File: config.mk
export PLATFORM = sky130hd
export DESIGN_NAME = led_pattern_sequencer
export DESIGN_NICKNAME = d
export VERILOG_FILES = /design/src/rtl/led_pattern_sequencer.sv
export SDC_FILE = /design/constraint.sdc
export NUM_CORES = 1
export LEC_CHECK = 0
export CORE_MARGIN = 1.5
export CORE_UTILIZATION = 35
export DETAILED_ROUTE_END_ITERATION = 16
export PLACE_DENSITY = 0.56
export SKIP_LAST_GASP = 1
export SLEW_MARGIN = 20
export SYNTH_ARGS = -nofsm -noshare
export SYNTH_HDL_FRONTEND = slang
export SYNTH_SLANG_ARGS = --single-unit
export TNS_END_PERCENT = 10
File: constraint.sdc
create_clock -name i_clk -period 1.6 [get_ports i_clk]
set_input_delay 0.32 -clock i_clk [delete_from_list [all_inputs] [get_ports i_clk]]
set_output_delay 0.32 -clock i_clk [all_outputs]
set_load 0.01 [all_outputs]
File: src/rtl/led_pattern_sequencer.sv
// Button-driven LED pattern engine: synchronised/debounced buttons select one of
// four display modes, and a step timer advances the active pattern on o_led.
module led_pattern_sequencer #(
    parameter int DEBOUNCE_CYCLES = 250000,
    parameter int STEP_CYCLES     = 3125000
) (
    input  logic       i_clk,
    input  logic       i_rst_n,
    input  logic [2:0] i_btn,
    output logic [7:0] o_led,
    output logic [1:0] o_mode
);

    localparam int DB_W = $clog2(DEBOUNCE_CYCLES + 1);
    localparam int ST_W = $clog2(STEP_CYCLES);

    typedef enum logic [1:0] {
        MODE_COUNT   = 2'd0,
        MODE_CHASE   = 2'd1,
        MODE_BOUNCE  = 2'd2,
        MODE_BREATHE = 2'd3
    } mode_t;

    logic [2:0]      btn_meta_reg;
    logic [2:0]      btn_sync_reg;
    logic [2:0]      btn_deb;
    logic [2:0]      btn_deb_prev_reg;
    logic [2:0]      press;

    mode_t           mode_reg;
    mode_t           mode_next;
    logic            mode_change;
    logic            next_evt;
    logic            prev_evt;
    logic            paused_reg;
    logic [ST_W-1:0] step_cnt_reg;
    logic            tick;
    logic [7:0]      led_reg;
    logic            dir_left_reg;
    logic [3:0]      level_reg;
    logic            level_up_reg;
    logic [3:0]      pwm_reg;

    always_ff @(posedge i_clk or negedge i_rst_n) begin
        if (!i_rst_n) begin
            btn_meta_reg     <= '0;
            btn_sync_reg     <= '0;
            btn_deb_prev_reg <= '0;
        end else begin
            btn_meta_reg     <= i_btn;
            btn_sync_reg     <= btn_meta_reg;
            btn_deb_prev_reg <= btn_deb;
        end
    end

    generate
        for (genvar gi = 0; gi < 3; gi++) begin : g_debounce
            logic [DB_W-1:0] cnt_reg;
            logic            deb_reg;

            // Any agreement between synced and debounced value restarts the stability window.
            always_ff @(posedge i_clk or negedge i_rst_n) begin
                if (!i_rst_n) begin
                    cnt_reg <= '0;
                    deb_reg <= 1'b0;
                end else if (btn_sync_reg[gi] == deb_reg) begin
                    cnt_reg <= '0;
                end else if (cnt_reg == DB_W'(DEBOUNCE_CYCLES - 1)) begin
                    cnt_reg <= '0;
                    deb_reg <= btn_sync_reg[gi];
                end else begin
                    cnt_reg <= cnt_reg + DB_W'(1);
                end
            end

            assign btn_deb[gi] = deb_reg;
        end
    endgenerate

    assign press    = btn_deb & ~btn_deb_prev_reg;
    assign next_evt = press[1] & ~press[2];
    assign prev_evt = press[2] & ~press[1];
    assign mode_change = next_evt | prev_evt;
    assign tick     = !paused_reg && (step_cnt_reg == ST_W'(STEP_CYCLES - 1));

    always_comb begin
        mode_next = mode_reg;
        if (next_evt) begin
            mode_next = mode_t'(mode_reg + 2'd1);
        end else if (prev_evt) begin
            mode_next = mode_t'(mode_reg - 2'd1);
        end
    end

    always_ff @(posedge i_clk or negedge i_rst_n) begin
        if (!i_rst_n) begin
            mode_reg     <= MODE_COUNT;
            paused_reg   <= 1'b0;
            step_cnt_reg <= '0;
            led_reg      <= 8'h00;
            dir_left_reg <= 1'b1;
            level_reg    <= 4'd0;
            level_up_reg <= 1'b1;
            pwm_reg      <= 4'd0;
        end else begin
            pwm_reg <= pwm_reg + 4'd1;
            if (press[0]) begin
                paused_reg <= ~paused_reg;
            end

            if (mode_change) begin
                mode_reg     <= mode_next;
                step_cnt_reg <= '0;
                dir_left_reg <= 1'b1;
                level_reg    <= 4'd0;
                level_up_reg <= 1'b1;
                case (mode_next)
                    MODE_COUNT:   led_reg <= 8'h00;
                    MODE_CHASE:   led_reg <= 8'h01;
                    MODE_BOUNCE:  led_reg <= 8'h01;
                    MODE_BREATHE: led_reg <= 8'h00;
                endcase
            end else begin
                if (!paused_reg) begin
                    step_cnt_reg <= tick ? '0 : step_cnt_reg + ST_W'(1);
                end
                case (mode_reg)
                    MODE_COUNT: begin
                        if (tick) led_reg <= led_reg + 8'd1;
                    end
                    MODE_CHASE: begin
                        if (tick) led_reg <= {led_reg[6:0], led_reg[7]};
                    end
                    MODE_BOUNCE: begin
                        // Direction flips on the edge that produces an end position.
                        if (tick) begin
                            if (dir_left_reg) begin
                                led_reg <= led_reg << 1;
                                if (led_reg == 8'h40) dir_left_reg <= 1'b0;
                            end else begin
                                led_reg <= led_reg >> 1;
                                if (led_reg == 8'h02) dir_left_reg <= 1'b1;
                            end
                        end
                    end
                    MODE_BREATHE: begin
                        // PWM output refreshes every cycle, even while paused.
                        led_reg <= {8{pwm_reg < level_reg}};
                        if (tick) begin
                            if (level_up_reg) begin
                                level_reg <= level_reg + 4'd1;
                                if (level_reg == 4'd14) level_up_reg <= 1'b0;
                            end else begin
                                level_reg <= level_reg - 4'd1;
                                if (level_reg == 4'd1) level_up_reg <= 1'b1;
                            end
                        end
                    end
                endcase
            end
        end
    end

    assign o_led  = led_reg;
    assign o_mode = mode_reg;

endmodule
==> run_results.csv, run 1 <==
group,metric,value,unit
cts,cts_made_buffers,9,
synthesis,postSynthAreaPerCell,9.68,um^2
synthesis,syn_nets,611,
placement,place.port_buffers,14,
detailed_routing,drt_first_iter_violations,306,
synthesis,synthMuxAreaShare,0.0117,
synthesis,synth_flop_cell,"dfrtp_1",
sta,finalClockSkew,0.00693,ns
synthesis,synth_compound_area_frac,0.0603,
synthesis,synth_edf_count,0,
cts,cts.clk_slew.worst_paths,0.08,ns
floorplan,io_pins,15,
setup_path,crit_path_top_delay_cell,"dfrtp_2",
synthesis,synth_simple_gate_area_frac,0.248,
grt,grt_overflow,0,
sta,setup_slack,-0.130,ns
detailed_routing,vias,4455,
setup_path,worst-path-buf-inv,1,
power,p_leak,3.25,nW
cts,cts_max_level,3,
sta,finalSetupViolCount,60,
sta,slew_violations,0,
setup_path,critPathMaxStageDelay,0.44,ns
placement,finalWeightedCongestion,0.864,
cells_and_area,layout-drive-gt1-share,0.235,
hold_path,min_path_type,"reg -> reg",
synthesis,yosysUniqueCellTypes,52,
cells_and_area,largest_reg_flops,54,
detailed_routing,drc,0,
setup_path,cp_cell_sequence,"inv_1 -> ha_2 -> nor4b_1 -> nand4_1 -> or3b_1 -> nand3_1",
grt,grtUsageTotal,0.154,
floorplan,floorplan.initialDensity,0.358,
power,power_density,716,nW/um^2
detailed_routing,routed_wl,11900,um
synthesis,syn_area,5670,um^2
detailed_routing,wire_per_inst,13.0,um
synthesis,yosys.area.top_type_share,0.473,
power,peakVddDrop,0.499,mV
cts,cts.path.max_buffers,2,
cells_and_area,fin_nets,719,
setup_path,crit_family,"simple AND/OR/NAND/NOR gates",
cells_and_area,register_area,2730,um^2
sta,finalCritPeriodShare,1.08,
setup_path,cp.arrival,2.03,ns
setup_path,required,1.90,ns
setup_path,cp-end-kind,"register",
detailed_routing,antenna_left,0,
run_status,violations,"negative setup slack",
placement,post-dp-hpwl,8460,um
sta,fmax,578,MHz
synthesis,synthAdderAreaFrac,0.0464,
cells_and_area,n_fill_cell,1514,
run_status,outcome,"finished with violations",
synthesis,ys_seq_area_frac,0.482,
synthesis,yosys.area_share.xor_xnor,0.121,
synthesis,ys_seq_elements,109,
grt,grt_pass1_vias,4470,
synthesis,synth_warnings,0,
floorplan,core-area,15800,um^2
sta,slew_headroom,0.765,
grt,grt_max_degree,40,
synthesis,yosys.area.top_type,"dfrtp_1",
setup_path,crit_fanout,4,
detailed_routing,vias_per_cell,4.87,
setup_path,startpoint_type,"register",
floorplan,num_rows,46,
floorplan,die_area,17000,um^2
synthesis,synth.top_cells.by_area,"dfrtp_1 47%, nor2_1 6.4%, xnor2_1 6.2%, xor2_1 5.9%, ha_1 4.6%",
setup_path,path_class,"reg -> reg",
cells_and_area,multiInputGateArea,2890,um^2
cells_and_area,final_core_util,0.457,
cells_and_area,layout_commonest_cell,"dfrtp_1",
sta,finalCriticalPeriod,1.73,ns
sta,rsz0062_at_grt,"true",
cells_and_area,mostFrequentLayoutCells,"105 x dfrtp_1, 96 x nor2_1, 96 x buf_4",
synthesis,synth_top_family_by_area,"simple AND/OR/NAND/NOR gates",
detailed_routing,dr.pass1.iters,4,
sta,tightest_slew,0.348,ns
placement,post-place-ws,-0.148,ns
cts,root_buffer,"clkbuf_16",
synthesis,synthArstFlopShare,1.00,
cells_and_area,syn_to_final_growth,27.7,%
sta,fin_tns_setup,-3.21,ns
cts,clock-sinks,109,
cts,cts_tree,"yes",
placement,post_dp_cell_area,6810,um^2
grt,grt_antenna_before_repair,0,
grt,grt_pass1_wl,20900,um
floorplan,die_height,130,um
floorplan,fp.dieW,130,um
sta,holdWs,0.355,ns
synthesis,synth_cells,585,
cells_and_area,num_antenna_cells,0,
cts,clkLatencyLatePin,0.35,ns
sta,hold_viol_final,0,
flow_run,maxCapViolCount,0,
cells_and_area,design_area,7230,um^2
-- layout make-up --
cell class / instances / area share
timing repair buffer: 115 / 0.133
sequential: 109 / 0.378
clock inverter: 6 / 0.00709
tap: 216 / 0.0374
clock buffer: 10 / 0.0330
inverter: 24 / 0.0125
multi-input combinational: 434 / 0.399
-- routing by layer --
| metal | GRT usage | wire length, um |
|---|---|---|
| met1 | 0.201 | 5690 |
| met3 | 0.0381 | 471 |
| met2 | 0.254 | 5690 |
| met4 | 0.0425 | 71 |
| met5 | 0 | 0 |
-- through the flow --
| stage | cells | power (mW) |
|---|---|---|
| floorplan | 585 | 2.90 |
| global placement | 891 | 3.03 |
| detailed placement | 891 | 3.04 |
| CTS | 913 | 5.28 |
| global route | 914 | 5.39 |
| finish | 914 | 5.18 |
-- final timing paths --
kind | from | slack [ns] | endpoint | depth (start not counted)
hold reg to reg | btn_meta_reg[1]$_DFF_PN0_ | 0.36 | btn_sync_reg[1]$_DFF_PN0_ | 0
setup / recovery | o_mode[0]$_DFFE_PN0N_ | -0.13 | dir_left_reg$_DFFE_PN1P_ | 6
max in group asynchronous | i_rst_n | 0.65 | o_led[4]$_DFFE_PN0P_ | 3
min in group asynchronous | i_rst_n | 0.41 | step_cnt_reg[20]$_DFFE_PN0P_ | 2
setup reg to reg | o_mode[0]$_DFFE_PN0N_ | -0.13 | dir_left_reg$_DFFE_PN1P_ | 6
hold / removal | btn_meta_reg[1]$_DFF_PN0_ | 0.36 | btn_sync_reg[1]$_DFF_PN0_ | 0
-- logic make-up (layout without fill, tap and decap cells) --
family,after synthesis,in the layout
buffers and inverters,43,155
AO/OA/AOI/OAI,52,53
multiplexers,6,6
flip-flops,109,109
AND/OR/NAND/NOR,276,276
XOR/XNOR,78,78
adder cells (fa/ha/maj),21,21
-- cell usage after synthesis, types with 10 or more instances --
master / number
dfrtp_1: 107
inv_1: 24
nor4_1: 12
clkbuf_1: 10
ha_1: 21
xnor2_1: 40
xor2_1: 38
nand4_1: 21
nand3_1: 43
a21oi_1: 17
nand2_1: 43
nor2_1: 96
and3_1: 10
-- where the power goes --
group / internal (mW) / leakage [nW] / switching [mW]
combinational: 0.0751 / 1.63 / 0.108
sequential: 2.78 / 1.47 / 0.0176
clock: 1.13 / 0.146 / 1.07
-- timing repair --
action	4_1_cts	5_1_grt
hold buffers	1	0
endpoints found under the hold margin	13	0
gates cloned	1	0
gates resized for setup	10	11
setup endpoints to repair	63	101
setup buffers	4	1
pin swaps	5	5
(Power assumes the default switching activity.)
==> run 2, diff against run 1 <==
--- a/config.mk
+++ b/config.mk
@@ -5,6 +5,7 @@
 export SDC_FILE = /design/constraint.sdc
 export NUM_CORES = 1
 export LEC_CHECK = 0
+export CORE_ASPECT_RATIO = 2
 export CORE_MARGIN = 1.5
 export CORE_UTILIZATION = 35
 export DETAILED_ROUTE_END_ITERATION = 16
==> run 2 against run 1 <==
  * The flow still finishes with violations (negative setup slack)
  * Highest routed layer unchanged
  * Non-clock buffer count unchanged
  * Routed wire length up 9.1%
  * Fmax down 2.4%
  * Largest cell class unchanged
  * Critical endpoint unchanged
==> run_results.csv, run 2 (synthesis results as in run 1) <==
group,metric,value,unit
grt,grt_overflow,0,
cells_and_area,final_core_util,0.461,
detailed_routing,antenna_left,0,
cts,clock-sinks,109,
floorplan,floorplan.initialDensity,0.359,
sta,rsz0062_at_grt,"true",
detailed_routing,routed_wl,13000,um
cts,cts_made_buffers,9,
power,peakVddDrop,0.449,mV
setup_path,startpoint_type,"register",
floorplan,core-area,15800,um^2
cts,cts_max_level,3,
flow_run,maxCapViolCount,0,
cells_and_area,fin_nets,718,
grt,grt_max_degree,40,
detailed_routing,vias,4589,
cts,cts.clk_slew.worst_paths,0.08,ns
hold_path,min_path_type,"reg -> reg",
grt,grtUsageTotal,0.165,
detailed_routing,drt_first_iter_violations,225,
sta,fmax,564,MHz
floorplan,die_area,17000,um^2
cells_and_area,num_antenna_cells,0,
setup_path,cp.arrival,2.07,ns
detailed_routing,wire_per_inst,14.5,um
power,power_density,730,nW/um^2
placement,post-dp-hpwl,9690,um
sta,tightest_slew,0.389,ns
cells_and_area,syn_to_final_growth,28.2,%
grt,grt_pass1_vias,4881,
grt,grt_antenna_before_repair,0,
setup_path,critPathMaxStageDelay,0.37,ns
detailed_routing,drc,0,
sta,fin_tns_setup,-3.93,ns
sta,setup_slack,-0.173,ns
placement,finalWeightedCongestion,0.805,
grt,grt_pass1_wl,22500,um
cells_and_area,layout_commonest_cell,"dfrtp_1",
detailed_routing,dr.pass1.iters,4,
sta,slew_headroom,0.738,
setup_path,crit_fanout,4,
setup_path,cp_cell_sequence,"ha_2 -> nand4_1 -> nor4_4 -> buf_4 -> nand4_1 -> or3b_1 -> nand3_1",
placement,placedCellCount,878,
setup_path,cp-end-kind,"register",
power,p_leak,3.26,nW
sta,finalCriticalPeriod,1.77,ns
floorplan,io_pins,15,
cells_and_area,instances_no_fill,898,
sta,finalSetupViolCount,57,
floorplan,num_rows,65,
cts,clkLatencyLatePin,0.36,ns
cells_and_area,layout-drive-gt1-share,0.228,
cts,cts.path.max_buffers,2,
setup_path,required,1.90,ns
sta,slew_violations,0,
floorplan,die_height,183,um
placement,place.port_buffers,14,
setup_path,path_class,"reg -> reg",
cells_and_area,largest_reg_flops,54,
setup_path,crit_path_top_delay_cell,"dfrtp_1",
cells_and_area,mostFrequentLayoutCells,"104 x dfrtp_1, 96 x nor2_1, 90 x buf_4",
sta,finalCritPeriodShare,1.11,
cts,cts_tree,"yes",
run_status,violations,"negative setup slack",
run_status,outcome,"finished with violations",
floorplan,fp.dieW,93.0,um
sta,hold_viol_final,0,
setup_path,worst_path_most_repeated_cell,"nand4_1",
detailed_routing,vias_per_cell,5.11,
sta,finalClockSkew,0.00834,ns
cts,root_buffer,"clkbuf_16",
run 2: path summary, 6_finish.rpt:
kind / startpoint / endpoint / slack [ns] / cells past startpoint
min reg2reg: btn_meta_reg[0]$_DFF_PN0_ / btn_sync_reg[0]$_DFF_PN0_ / 0.36 / 0
min in group asynchronous: i_rst_n / g_debounce[2].cnt_reg[15]$_DFF_PN0_ / 0.39 / 2
max: step_cnt_reg[0]$_DFFE_PN0P_ / dir_left_reg$_DFFE_PN1P_ / -0.17 / 7
max in group asynchronous: i_rst_n / g_debounce[0].cnt_reg[8]$_DFF_PN0_ / 0.54 / 4
min: btn_meta_reg[0]$_DFF_PN0_ / btn_sync_reg[0]$_DFF_PN0_ / 0.36 / 0
max reg2reg: step_cnt_reg[0]$_DFFE_PN0P_ / dir_left_reg$_DFFE_PN1P_ / -0.17 / 7
run 2: timing repair:
action	4_1_cts	5_1_grt
cloned	0	1
endpoints found under the hold margin	16	0
hold buffers	1	0
gates resized for setup	4	15
pin swaps	0	11
endpoints found under the setup margin	66	100
setup buffers	1	1
run 2: power by group:
group	internal [mW]	switching, mW	total, mW	leakage (nW)
sequential	2.78	0.0174	2.80	1.47
combinational	0.0878	0.111	0.198	1.64
clock	1.13	1.18	2.31	0.152
run 2: critical path: cells and delay by family, from the launching register on:
family	cells	cell delay [ns]
simple gates	5	0.97
flops	1	0.37
fa+ha+maj	1	0.18
buf+inv	1	0.19
run 2: layout make-up:
class	count	area [um^2]
Multi-Input combinational cell	433	2860
Fill cell	1506	8510
Tap cell	201	251
Inverter	24	90.1
Clock inverter	7	83.8
Timing Repair Buffer	115	1020
Clock buffer	9	225
Sequential cell	109	2730
run 2: through the flow:
stage | cell area, um^2 | power [mW] | hold slack (ns) | setup WS (ns)
finish | 7270 | 5.31 | 0.355 | -0.173
global route | 7270 | 5.52 | 0.368 | -0.287
CTS | 7180 | 5.39 | 0.357 | -0.154
detailed placement | 6850 | 3.06 | 0.228 | -0.145
global placement | 6850 | 3.05 | 0.220 | -0.0935
floorplan | 5720 | 2.90 | 0.0244 | -0.0287
run 2: routing by layer:
metal | wire [um] | vias up | track usage | share of wire
met3 | 274 | 29 | 0.0278 | 0.021
met1 | 4860 | 2269 | 0.171 | 0.37
met4 | 419 | 0 | 0.0752 | 0.032
met5 | 0 | - | 0 | 0
li1 | - | 2225 | - | -
met2 | 7450 | 66 | 0.314 | 0.57
